===== config.mk =====
export PLATFORM = sky130hd
export DESIGN_NAME = int_predecode
export DESIGN_NICKNAME = d
export VERILOG_FILES = /design/src/rtl/int_predecode.sv
export SDC_FILE = /design/constraint.sdc
export NUM_CORES = 1
export LEC_CHECK = 0
export ABC_AREA = 1
export BUFFER_PORTS_ARGS = -buffer_cell sky130_fd_sc_hd__buf_2
export CORE_MARGIN = 2
export CORE_UTILIZATION = 47
export CTS_CLUSTER_DIAMETER = 80
export DETAILED_ROUTE_END_ITERATION = 12
export GPL_TIMING_DRIVEN = 0
export PLACE_DENSITY_LB_ADDON = 0.08
export SLEW_MARGIN = 0
export SYNTH_ARGS = -nofsm -noshare
export SYNTH_HDL_FRONTEND = slang
export SYNTH_SLANG_ARGS = --single-unit

===== constraint.sdc =====
create_clock -name phi1 -period 1.1 [get_ports phi1]
set_input_delay 0.055 -clock phi1 [delete_from_list [all_inputs] [get_ports phi1]]
set_output_delay 0.055 -clock phi1 [all_outputs]
set_load 0.05 [all_outputs]

===== src/rtl/int_predecode.sv =====
// Interrupt pre-decoder: sits between the data bus and the PLA sequencer.
// On every opcode fetch it either passes the fetched byte through, or, when
// a reset/NMI/IRQ request is pending, injects a forced BRK (0x00) together
// with the interrupt type that the vector-fetch microcode needs.
// NMI is edge-captured, IRQ is level-sensitive and masked by the I flag.
module int_predecode (
    input  logic       phi1,
    input  logic       rst,
    input  logic [7:0] dataIn,
    input  logic       SYNC,
    input  logic       RDY,
    input  logic       nmi_n,
    input  logic       irq_n,
    input  logic       iFlag,
    input  logic       intAck,
    output logic [7:0] opcodeOut,
    output logic [1:0] intType,
    output logic       forcedBrk,
    output logic       nmiPend,
    output logic       irqPend,
    output logic       rstPend
);

    localparam logic [1:0] ST_RESET_SEQ = 2'd0;
    localparam logic [1:0] ST_RUN       = 2'd1;
    localparam logic [1:0] ST_INT_SEQ   = 2'd2;

    localparam logic [1:0] IT_NONE = 2'b00;
    localparam logic [1:0] IT_IRQ  = 2'b01;
    localparam logic [1:0] IT_NMI  = 2'b10;
    localparam logic [1:0] IT_RST  = 2'b11;

    logic [1:0] state;
    logic       nmi_sync_p0, nmi_sync_p1, nmi_prev_p2;
    logic       irq_sync_p0, irq_sync_p1;
    logic       nmi_latch;
    logic       rst_pend;
    logic       nmi_edge;
    logic       fetch;
    logic       ack;

    // Two-flop synchronizers for the async pins, plus one extra NMI flop for
    // falling-edge detection; all idle high so reset never looks like an edge
    always_ff @(posedge phi1 or negedge rst) begin
        if (!rst) begin
            nmi_sync_p0 <= 1'b1;
            nmi_sync_p1 <= 1'b1;
            nmi_prev_p2 <= 1'b1;
            irq_sync_p0 <= 1'b1;
            irq_sync_p1 <= 1'b1;
        end else begin
            nmi_sync_p0 <= nmi_n;
            nmi_sync_p1 <= nmi_sync_p0;
            nmi_prev_p2 <= nmi_sync_p1;
            irq_sync_p0 <= irq_n;
            irq_sync_p1 <= irq_sync_p0;
        end
    end

    assign nmi_edge = nmi_prev_p2 & ~nmi_sync_p1;
    assign fetch    = SYNC & RDY;
    assign ack      = intAck & RDY & (state == ST_INT_SEQ);

    assign nmiPend  = nmi_latch;
    assign irqPend  = ~irq_sync_p1 & ~iFlag;
    assign rstPend  = rst_pend;

    // NMI latch: set by a synchronized falling edge, cleared by its own
    // acknowledge; a fresh edge in the acknowledge cycle must not be lost
    always_ff @(posedge phi1 or negedge rst) begin
        if (!rst) begin
            nmi_latch <= 1'b0;
        end else if (nmi_edge) begin
            nmi_latch <= 1'b1;
        end else if (ack && (intType == IT_NMI)) begin
            nmi_latch <= 1'b0;
        end
    end

    // Reset request stays pending until the reset vector fetch is acknowledged
    always_ff @(posedge phi1 or negedge rst) begin
        if (!rst) begin
            rst_pend <= 1'b1;
        end else if (ack && (intType == IT_RST)) begin
            rst_pend <= 1'b0;
        end
    end

    // Sequencing FSM and registered opcode / interrupt-type outputs
    always_ff @(posedge phi1 or negedge rst) begin
        if (!rst) begin
            state     <= ST_RESET_SEQ;
            opcodeOut <= 8'h00;
            forcedBrk <= 1'b1;
            intType   <= IT_RST;
        end else begin
            case (state)
                ST_RESET_SEQ: begin
                    opcodeOut <= 8'h00;
                    forcedBrk <= 1'b1;
                    intType   <= IT_RST;
                    if (fetch) begin
                        state <= ST_INT_SEQ;
                    end
                end
                ST_RUN: begin
                    if (fetch) begin
                        if (rst_pend) begin
                            opcodeOut <= 8'h00;
                            forcedBrk <= 1'b1;
                            intType   <= IT_RST;
                            state     <= ST_INT_SEQ;
                        end else if (nmi_latch) begin
                            opcodeOut <= 8'h00;
                            forcedBrk <= 1'b1;
                            intType   <= IT_NMI;
                            state     <= ST_INT_SEQ;
                        end else if (irqPend) begin
                            opcodeOut <= 8'h00;
                            forcedBrk <= 1'b1;
                            intType   <= IT_IRQ;
                            state     <= ST_INT_SEQ;
                        end else begin
                            opcodeOut <= dataIn;
                            forcedBrk <= 1'b0;
                            intType   <= IT_NONE;
                        end
                    end
                end
                ST_INT_SEQ: begin
                    // Opcode is held for the whole vector sequence; only the
                    // type and forced flag drop when the sequencer acknowledges
                    if (ack) begin
                        forcedBrk <= 1'b0;
                        intType   <= IT_NONE;
                        state     <= ST_RUN;
                    end
                end
                default: begin
                    state     <= ST_RESET_SEQ;
                    opcodeOut <= 8'h00;
                    forcedBrk <= 1'b1;
                    intType   <= IT_RST;
                end
            endcase
        end
    end

endmodule


Word-level counts from Yosys, hierarchy flattened
Index checks and enable logic that the tools add are counted.

Flip-flop bits (word level): 20. Input port bits: 16. Output and inout bits: 14. Logic and storage cells: 61.

Equal/unequal tests: 8. Mux-type cells: 26. Bitwise operators: 9. Reductions and logical operators: 7.

Operators with widths (number): 8-bit two-way mux (4); 2-bit two-way mux (10); 8-bit case mux with 2 select lines (1); 1-bit two-way mux (8); 2-bit == test (second input constant) (3); 2-bit inequality test (second input constant) (3); 2-bit case mux with 3 select lines (1); 1-bit AND (5); 4-bit inequality test (second input constant) (1); 1-bit NOT (4); 2-bit case mux with 2 select lines (1); 2-bit AND reduction (2); 4-bit AND reduction (1); 2-bit by 1-bit == test with 1-bit output (second input constant) (1); 1-bit logical AND (2); 2-bit logical NOT (1); 1-bit case mux with 2 select lines (1); 2-bit nonzero test (1).

Logic depth before layout (Yosys ltp)
Gate-level depths: netlist (run 1).

Depth in word-level cells: 7. Depth in mapped cells: 7.

Worst setup path after synthesis (run 1)
OpenSTA, ideal clock, no wires.

Path kind: register to register. Start point: reg irq_sync_p1. End point: reg state[0]. Library setup time: 0.120 ns. Arrival: 1.509 ns. Data required time: 0.980 ns. Slack: -0.529 ns. Stages on the path, launching flop included: 7. Path buffers: 0. Clock period less this slack: 1.629 ns. Cell sequence: dfstp_2 nor2_1 nor2_1 nand2_2 clkinv_4 o21ai_1 nand2_1.

Word-level cells in the longest chain between the ends: 4.

Ends and longest elaborated chain: start: declaration (RTL line 35) `logic irq_sync_p0, irq_sync_p1;`; start signal: assignment (RTL line 56) `irq_sync_p1 <= irq_sync_p0;`; 1-bit NOT (RTL line 65) `assign irqPend = ~irq_sync_p1 & ~iFlag;`; 1-bit AND (RTL line 65); named net irqPend (RTL line 20) `output logic irqPend,`; 4-bit inequality test (no line); 4-bit AND reduction (no line); end signal: assignment (RTL line 92) `state <= ST_RESET_SEQ;`; end signal: assignment (RTL line 103) `state <= ST_INT_SEQ;`; end signal: assignment (RTL line 112) `state <= ST_INT_SEQ;`; end: declaration (RTL line 33) `logic [1:0] state;`.

The timed path passes the listed nets, and every way through them passes these cells. A chain may end at the register's enable or synchronous reset.

Worst setup path after layout (run 1)
Start point: reg irq_sync_p1. End point: reg opcodeOut[6].

Word-level cells in the longest chain between the ends: 7.

Ends and longest elaborated chain: 1-bit NOT (RTL line 65); 1-bit AND (RTL line 65); 8-bit two-way mux (RTL line 118) `end else if (irqPend) begin`; 8-bit two-way mux (RTL line 113) `end else if (nmi_latch) begin`; 8-bit two-way mux (RTL line 108) `if (rst_pend) begin`; 8-bit two-way mux (RTL line 107) `if (fetch) begin`; 8-bit case mux with 2 select lines (RTL line 97) `case (state)`; end signal: assignment (RTL line 124) `opcodeOut <= dataIn;`; end: declaration (RTL line 16) `output logic [7:0] opcodeOut,`.

No other way between the ends. The select of a mux whose other input is x is not followed.

==> results_dict.tcl, run 1 <==
set metrics [dict create \
    worstHoldPathCells 3 \
    crit_path_top_delay_cell "dfstp_2" \
    core_area_um2 1690 \
    layout_common_cells "24 x buf_2, 21 x nand2_1, 10 x dlygate4sd3_1" \
    worstMarginPinSlew_ns 0.417 \
    antenna_found_initial 0 \
    synth_nets 104 \
    p_leak_nw 0.687 \
    finalClockSkew_ns 0.0119 \
    initial_core_util_pct 48.9 \
    num-nets-final 153 \
    power_frac_seq_pct 38.5 \
    slew_headroom_pct 72.2 \
    largest_register "opcodeOut" \
    required_ns 1.34 \
    layout-drive-gt1-share_pct 52.2 \
    die_w_um 45.9 \
    ys_warn_count 0 \
    cp-end-kind "flip-flop" \
    dp_slack_ns -0.0129 \
    crit_chain "nor2_4 -> nor2_2 -> nand2_4 -> clkinv_4 -> nand3_1 -> nand2_2" \
    grt_max_degree 21 \
    drtIter0Drc 7 \
    gp_congestion 0.727 \
    placed_cell_area_um2 1010 \
    cp_data_arrival_time_ns 1.34 \
    p_int_mw 1.54 \
    rrSetupSlack_ns 0.004 \
    path_clk_slew_ns 0.11 \
    postRouteAntennaNets 0 \
    min-delay-start "dataIn[2]" \
    r2r_end "opcodeOut[6]" \
    power_switching_share_pct 42.0 \
    largest_registers "opcodeOut x8, intType x2, state x2" \
    hold_slack_ns 0.00810 \
    ys_types 18 \
    powerDensity_nw_per_um2 2070 \
    port_buffers 29 \
    root_buffer "clkbuf_4" \
    worstHoldEndpoint "opcodeOut[2]" \
    path_max_fanout 5 \
    hold_viol_final 0 \
    grt_pass1_wl_um 2730 \
    hpwl_um 1100 \
    avgRoutedWirePerCell_um 11.8 \
    largest_register_ff_count 8 \
    final_cell_area_um2 1290 \
    final_common_cell "buf_2" \
    reg2reg_from "irq_sync_p1" \
    hp-class "input port to flip-flop" \
    dieHeight_um 45.9 \
    worstSkewPairLatency_ns 0.29 \
    syn_to_final_growth_pct 56.2 \
    ys_seq_area_share_pct 62.0 \
    synth.ff_latch_count 20 \
    postSynthCellCount 88 \
    drc 0 \
    cts_buffers 3 \
    vias 741 \
    drt_wl_total_um 1810 \
    outcome "finished, final reports clean" \
    p_clk_share_pct 12.9 \
    slew_viol_final 0 \
    p_comb_share_pct 48.7 \
    clkSinkCount 20 \
    path_class "flip-flop to flip-flop" \
    worstSetupStartpointType "flip-flop" \
    cts_tree "done" \
    peakVddDrop_mv 1.30 \
    drv_cap 0 \
    period_share_pct 99.7 \
    grt_remaining_overflow 0 \
    firstDrtPassIters 4 \
    layout_setup_ws_ns 0.00352 \
    rsz0062_at_grt "yes" \
    syn_area_um2 826 \
    vias_per_cell 4.84 \
    cp_top_family "flip-flops" \
    htreeDepth 1 \
    reg2reg_depth 6 \
    cts_buffer_depth 2 \
    dieArea_um2 2110 \
    n_antenna_cell 0 \
    setup_viol_count_final 0 \
    ios 30 \
    path_buf_inv 1 \
    grt_usage_pct 18.4 \
    fmax_ghz 0.912 \
    p_sw_mw 1.12 \
    slowest_delay_ns 0.56 \
    syn_area_per_cell_um2 9.38 \
    rows 15 \
    grt_pass1_vias 642 \
    finalCriticalPeriod_ns 1.10 \
]
## metrics by stage
step | utilization [%] | setup TNS, ns | power, mW | instances
4_1_cts | 70.5 | -0.0589 | 2.39 | 151
5_1_grt | 76.4 | -0.842 | 2.81 | 153
2_1_floorplan | - | -0.710 | 1.69 | 88
3_3_place_gp | 59.6 | 0 | 1.90 | 134
6_report | 76.4 | 0 | 2.66 | 153
3_5_place_dp | 59.6 | -0.0256 | 1.90 | 134
## how the worst max path moves through the flow
stage           startpoint      endpoint  depth (start not counted)
5_1_grt           state[0]       nmiPend                          4
3_5_place_dp      state[1]  opcodeOut[2]                          7
6_report       irq_sync_p1  opcodeOut[6]                          6
3_3_place_gp      state[0]      state[1]                          6
2_1_floorplan      rstPend      state[0]                          5
4_1_cts           state[1]  opcodeOut[2]                          7
## what timing repair did
action / CTS / global route
buffers inserted: 2 / 1
gates cloned: 1 / 1
hold buffers: 10 / 0
gates resized for setup: 14 / 22
endpoints found under the hold margin: 20 / 0
setup endpoints to repair: 16 / 20
pin swaps: 3 / 4
## worst register-to-register path, delay by kind of cell, from the launching register on
family	cells	cell delay (ns)
buf+inv	1	0.08
flops	1	0.56
simple gates	5	0.41
## routing by layer
| layer | vias to the layer above | global-route usage (%) | share of wire, % |
|---|---|---|---|
| met5 | - | 0 | 0 |
| met4 | 0 | 6.86 | 0.66 |
| met3 | 2 | 2.38 | 3.8 |
| met2 | 21 | 30.0 | 49 |
| met1 | 344 | 24.9 | 46 |
| li1 | 374 | - | - |
## final cells by class
class / count / area [µm²]
sequential: 20 / 514
fill: 118 / 399
multi-input combinational: 56 / 339
timing repair buffer: 43 / 318
inverter: 11 / 51.3
clock buffer: 4 / 26.3
tap: 17 / 21.3
buffer: 1 / 11.3
timing repair inverter: 1 / 8.76
## logic make-up (layout without fill, tap and decap cells)
group,Yosys count,in the layout,share of synthesized area [%]
flops,20,20,62.0
compound gates,10,10,6.51
buf+inv,12,60,6.97
simple gates,46,46,24.5
## cells in the mapped netlist
library cell	instances	area share (%)
o21ai_1	3	1.8
inv_2	2	0.91
nand4_1	1	0.76
buf_6	1	1.4
nand2_1	27	12
inv_1	8	3.6
o21ai_2	1	1.1
nand3_2	1	1.2
nor2_1	3	1.4
nor3_1	1	0.61
nor2_2	1	0.76
o21ai_0	5	3.0
a21oi_1	1	0.61
dfrtp_1	11	33
clkinv_4	1	1.1
nand2_2	2	1.5
nand3_1	10	6.1
dfstp_2	9	29
## power by group through the flow
stage	combinational (mW)	clock (mW)	sequential, mW
floorplan	0.453	0	1.23
detailed placement	0.901	0	1.00
global route	1.39	0.380	1.04
global placement	0.898	0	0.998
CTS	1.04	0.351	0.992
finish	1.30	0.343	1.02
No activity file was read; power rests on OpenSTA's default activity.
==> run 2: changes to the inputs <==
--- a/config.mk
+++ b/config.mk
@@ -6,6 +6,7 @@
 export NUM_CORES = 1
 export LEC_CHECK = 0
 export ABC_AREA = 1
+export ABC_CLOCK_PERIOD_IN_PS = 1100
 export BUFFER_PORTS_ARGS = -buffer_cell sky130_fd_sc_hd__buf_2
 export CORE_MARGIN = 2
 export CORE_UTILIZATION = 47
@@ -13,6 +14,7 @@
 export DETAILED_ROUTE_END_ITERATION = 12
 export GPL_TIMING_DRIVEN = 0
 export PLACE_DENSITY_LB_ADDON = 0.08
+export RECOVER_POWER = 100
 export SLEW_MARGIN = 0
 export SYNTH_ARGS = -nofsm -noshare
 export SYNTH_HDL_FRONTEND = slang
==> results_dict.tcl, run 2 (synthesis results as in run 1) <==
set metrics [dict create \
    firstDrtPassIters 4 \
    p_comb_share_pct 48.7 \
    seqCellArea_um2 514 \
    gp_congestion 0.727 \
    cp-endpoint "state[1]" \
    grt_pass1_wl_um 2730 \
    reg2reg_from "state[0]" \
    die_w_um 45.9 \
    fmax_ghz 0.912 \
    largest_register_ff_count 8 \
    hold_viol_final 0 \
    core_area_um2 1690 \
    final_cell_area_um2 1290 \
    layout-drive-gt1-share_pct 52.2 \
    setup_viol_count_final 0 \
    reg2reg_depth 6 \
    drtIter0Drc 9 \
    slowest_delay_ns 0.50 \
    dp_slack_ns -0.0129 \
    path_max_fanout 6 \
    outcome "finished, final reports clean" \
    p_clk_share_pct 12.9 \
    initial_core_util_pct 48.9 \
    finalCriticalPeriod_ns 1.10 \
    vias 743 \
    r2r_end "state[1]" \
    cts_tree "done" \
    htreeDepth 1 \
    grt_max_degree 21 \
    path_clk_slew_ns 0.11 \
    layout_common_cells "21 x nand2_1, 15 x buf_2, 10 x dlygate4sd3_1" \
    n_antenna_cell 0 \
    crit_path_top_delay_cell "dfrtp_2" \
    rrSetupSlack_ns 0.003 \
    crit_chain "inv_1 -> nand3_2 -> nand2_2 -> inv_1 -> nand4_1 -> nand2_1" \
    postRouteAntennaNets 0 \
    num-nets-final 153 \
    power_switching_share_pct 42.0 \
    layout_setup_ws_ns 0.00295 \
    antenna_found_initial 0 \
    hpwl_um 1100 \
    power_frac_seq_pct 38.5 \
    worstHoldPathCells 3 \
    rsz0062_at_grt "yes" \
    finalClockSkew_ns 0.0119 \
    p_int_mw 1.54 \
    cts_buffers 3 \
    largest_registers "opcodeOut x8, intType x2, state x2" \
    hp-class "input port to flip-flop" \
    p_leak_nw 0.680 \
    grt_remaining_overflow 0 \
    largest_register "opcodeOut" \
    clkSinkCount 20 \
    cpMostUsedCell "inv_1" \
    crit_start "state[0]" \
    worstSkewPairLatency_ns 0.29 \
    cts_buffer_depth 2 \
    cp_data_arrival_time_ns 1.29 \
    dieHeight_um 45.9 \
    rows 15 \
    slew_viol_final 0 \
    grt_usage_pct 18.4 \
    avgRoutedWirePerCell_um 11.8 \
    tns_ns 0 \
    multi_input_area_um2 339 \
    p_sw_mw 1.12 \
    slew_headroom_pct 69.1 \
    ios 30 \
    powerDensity_nw_per_um2 2070 \
    final_common_cell "nand2_1" \
    worstMarginPinSlew_ns 0.464 \
    root_buffer "clkbuf_4" \
    dieArea_um2 2110 \
    n_fill_cell 118 \
    port_buffers 29 \
    path_class "flip-flop to flip-flop" \
    worstSetupStartpointType "flip-flop" \
    grt_pass1_vias 642 \
    peakVddDrop_mv 1.30 \
    placed_cell_area_um2 1010 \
    drt_wl_total_um 1810 \
    required_ns 1.30 \
    drc 0 \
    cp-end-kind "flip-flop" \
    vias_per_cell 4.86 \
    syn_to_final_growth_pct 56.2 \
    drv_cap 0 \
    period_share_pct 99.7 \
]
run 2: cell types whose count changed in the layout (fill, tap and decap cells not counted):
cell      delta
clkbuf_2     +9
buf_2        -9
run 2: timing repair:
action | 4_1_cts | 5_1_grt
hold buffers | 10 | 0
endpoints found under the hold margin | 20 | 0
setup endpoints to repair | 16 | 20
buffers inserted | 2 | 1
gates cloned | 1 | 1
pin swaps | 3 | 4
gates resized for setup | 14 | 22
run 2: power by group through the flow:
stage	Clock (mW)	Sequential (mW)	Combinational (mW)
after floorplan	0	1.23	0.453
final	0.343	1.02	1.30
after CTS	0.351	0.992	1.04
after global placement	0	0.998	0.898
after global routing	0.380	1.04	1.39
after detailed placement	0	1.00	0.901
run 2: area by class of cell:
cell class                      instances  share of cell area, %
Buffer                                  1                  0.873
Clock buffer                            4                   2.04
Inverter                               11                   3.98
Multi-Input combinational cell         56                   26.3
Sequential cell                        20                   39.9
Tap cell                               17                   1.65
Timing Repair Buffer                   43                   24.6
Timing Repair inverter                  1                  0.679
run 2: how the worst min path moves through the flow:
stage / endpoint / from
after floorplan: nmiPend / rst
after global placement: opcodeOut[2] / rst
after detailed placement: opcodeOut[2] / rst
after CTS: opcodeOut[2] / dataIn[2]
after global routing: opcodeOut[2] / dataIn[2]
final: opcodeOut[2] / dataIn[2]
run 2: per-stage QoR:
stage / hold WS, ns / power [mW] / util, % / instances
after floorplan: -0.241 / 1.69 / - / 88
final: 0.00692 / 2.66 / 76.4 / 153
after global placement: 0.0139 / 1.90 / 59.6 / 134
after global routing: 0.0113 / 2.81 / 76.4 / 153
after CTS: 0.0143 / 2.39 / 70.5 / 151
after detailed placement: 0.0199 / 1.90 / 59.6 / 134
run 2: layer usage:
metal | track usage [%] | share of wire [%]
met1 | 24.9 | 45
met2 | 30.0 | 50
met3 | 2.38 | 4.5
met4 | 6.86 | 0.66
met5 | 0 | 0
run 2: critical path: cells and delay by family, from the launching register on:
family,cells,cell delay (ns)
flops,1,0.50
simple gates,4,0.31
buf+inv,2,0.18
==> run 3: changes to the inputs <==
--- a/config.mk
+++ b/config.mk
@@ -8,6 +8,7 @@
 export ABC_AREA = 1
 export ABC_CLOCK_PERIOD_IN_PS = 1100
 export BUFFER_PORTS_ARGS = -buffer_cell sky130_fd_sc_hd__buf_2
+export CORE_ASPECT_RATIO = 0.9
 export CORE_MARGIN = 2
 export CORE_UTILIZATION = 47
 export CTS_CLUSTER_DIAMETER = 80
==> results_dict.tcl, run 3 (synthesis results as in run 1) <==
set metrics [dict create \
    path_class "flip-flop to flip-flop" \
    crit_start "state[1]" \
    layout_common_cells "26 x nand2_1, 14 x buf_2, 11 x dlygate4sd3_1" \
    largest_registers "opcodeOut x8, intType x2, state x2" \
    powerDensity_nw_per_um2 2170 \
    antenna_found_initial 0 \
    fin_util_pct 77.4 \
    hp-class "input port to flip-flop" \
    port_buffers 29 \
    largest_register "opcodeOut" \
    drc 0 \
    tns_ns -0.111 \
    firstDrtPassIters 4 \
    required_ns 1.31 \
    grt_usage_pct 20.9 \
    path_max_fanout 9 \
    reg2reg_from "state[1]" \
    rows 14 \
    drv_cap 0 \
    path_clk_slew_ns 0.12 \
    worstSetupStartpointType "flip-flop" \
    peakVddDrop_mv 1.25 \
    cts_tree "done" \
    syn_to_final_growth_pct 56.1 \
    ios 30 \
    dp_slack_ns -0.0319 \
    hpwl_um 1190 \
    layout_setup_ws_ns -0.0256 \
    p_total_mw 2.80 \
    fmax_ghz 0.888 \
    clkSinkCount 20 \
    n_antenna_cell 0 \
    die_w_um 48.2 \
    finalClockSkew_ns 0.00547 \
    period_share_pct 102 \
    worstSkewPairLatency_ns 0.30 \
    hold_viol_final 0 \
    p_leak_nw 0.690 \
    core_area_um2 1660 \
    drt_wl_total_um 2000 \
    worstMarginPinSlew_ns 0.489 \
    cp-end-kind "flip-flop" \
    slew_headroom_pct 67.4 \
    final_common_cell "nand2_1" \
    gp_congestion 0.781 \
    violations "negative setup slack" \
    cts_buffers 3 \
    drtIter0Drc 14 \
    rsz0062_at_grt "yes" \
    placed_cell_area_um2 1010 \
    final_cell_area_um2 1290 \
    num-nets-final 154 \
    cts_buffer_depth 2 \
    grt_pass1_vias 770 \
    postRouteAntennaNets 0 \
    layout-drive-gt1-share_pct 46.0 \
    root_buffer "clkbuf_4" \
    setup_viol_count_final 9 \
    finalCriticalPeriod_ns 1.13 \
    slew_viol_final 0 \
    largest_register_ff_count 8 \
    avgRoutedWirePerCell_um 12.4 \
    initial_core_util_pct 49.6 \
    vias 768 \
    dieHeight_um 43.8 \
    grt_pass1_wl_um 3080 \
    grt_remaining_overflow 0 \
    grt_max_degree 21 \
    dieArea_um2 2110 \
    vias_per_cell 4.77 \
    min-delay-start "intAck" \
    outcome "complete, but fails checks" \
    htreeDepth 1 \
    cp_data_arrival_time_ns 1.33 \
]
==> run 3: cell count changes in the layout (fill, tap and decap cells not counted), moves of 3 or more <==
cell / delta
nand2_1: +5
nand3_1: +3
buf_6: -3
nand2_2: -4
==> run 3: area by class of cell <==
cell class / count / area (µm²)
clock buffer: 3 / 22.5
multi-input combinational: 56 / 294
clock inverter: 1 / 30.0
tap: 24 / 30.0
fill: 121 / 375
buffer: 1 / 11.3
timing repair inverter: 1 / 6.26
timing repair buffer: 44 / 334
inverter: 11 / 46.3
sequential: 20 / 514
==> run 3: path summary, 6_finish.rpt <==
path,end,slack (ns),cells past startpoint
worst max-delay path,opcodeOut[0],-0.03,6
worst min-delay path,state[1],0.05,4
worst max register to register,opcodeOut[0],-0.03,6
worst min register to register,nmi_sync_p1,0.36,0
max in group asynchronous,state[0],0.51,2
min in group asynchronous,opcodeOut[0],0.23,2
==> run 3: worst max-delay path, stage by stage, from the launching register on <==
cell     delay, ns
dfrtp_1       0.41
inv_2         0.11
nand3_2       0.11
o21ai_2       0.11
inv_2         0.13
nand3_1       0.10
nand2_1       0.06
==> run 3: per-layer routing <==
metal  share of wire, %  routed length [µm]  track usage (%)
met1                 39                 774             22.6
met2                 56                1120             38.4
met5                  0                   0                0
met4               0.60                  12             4.86
met3                4.4                  87             6.25
==> run 3: through the flow <==
step	instances	hold WS, ns
detailed placement	141	0.0236
CTS	158	0.0738
global placement	141	0.0172
global route	161	0.0848
floorplan	88	-0.241
finish	161	0.0501
==> run 3: repair_timing <==
item	CTS	global route
pin swaps	0	2
gates resized for setup	12	12
endpoints found under the hold margin	21	0
gates cloned	0	1
endpoints found under the setup margin	16	18
setup buffers	2	2
hold buffers	11	0
==> run 3: report_power, final <==
group | internal (mW) | switching (mW)
Combinational | 0.453 | 0.732
Sequential | 0.897 | 0.117
Clock | 0.368 | 0.230
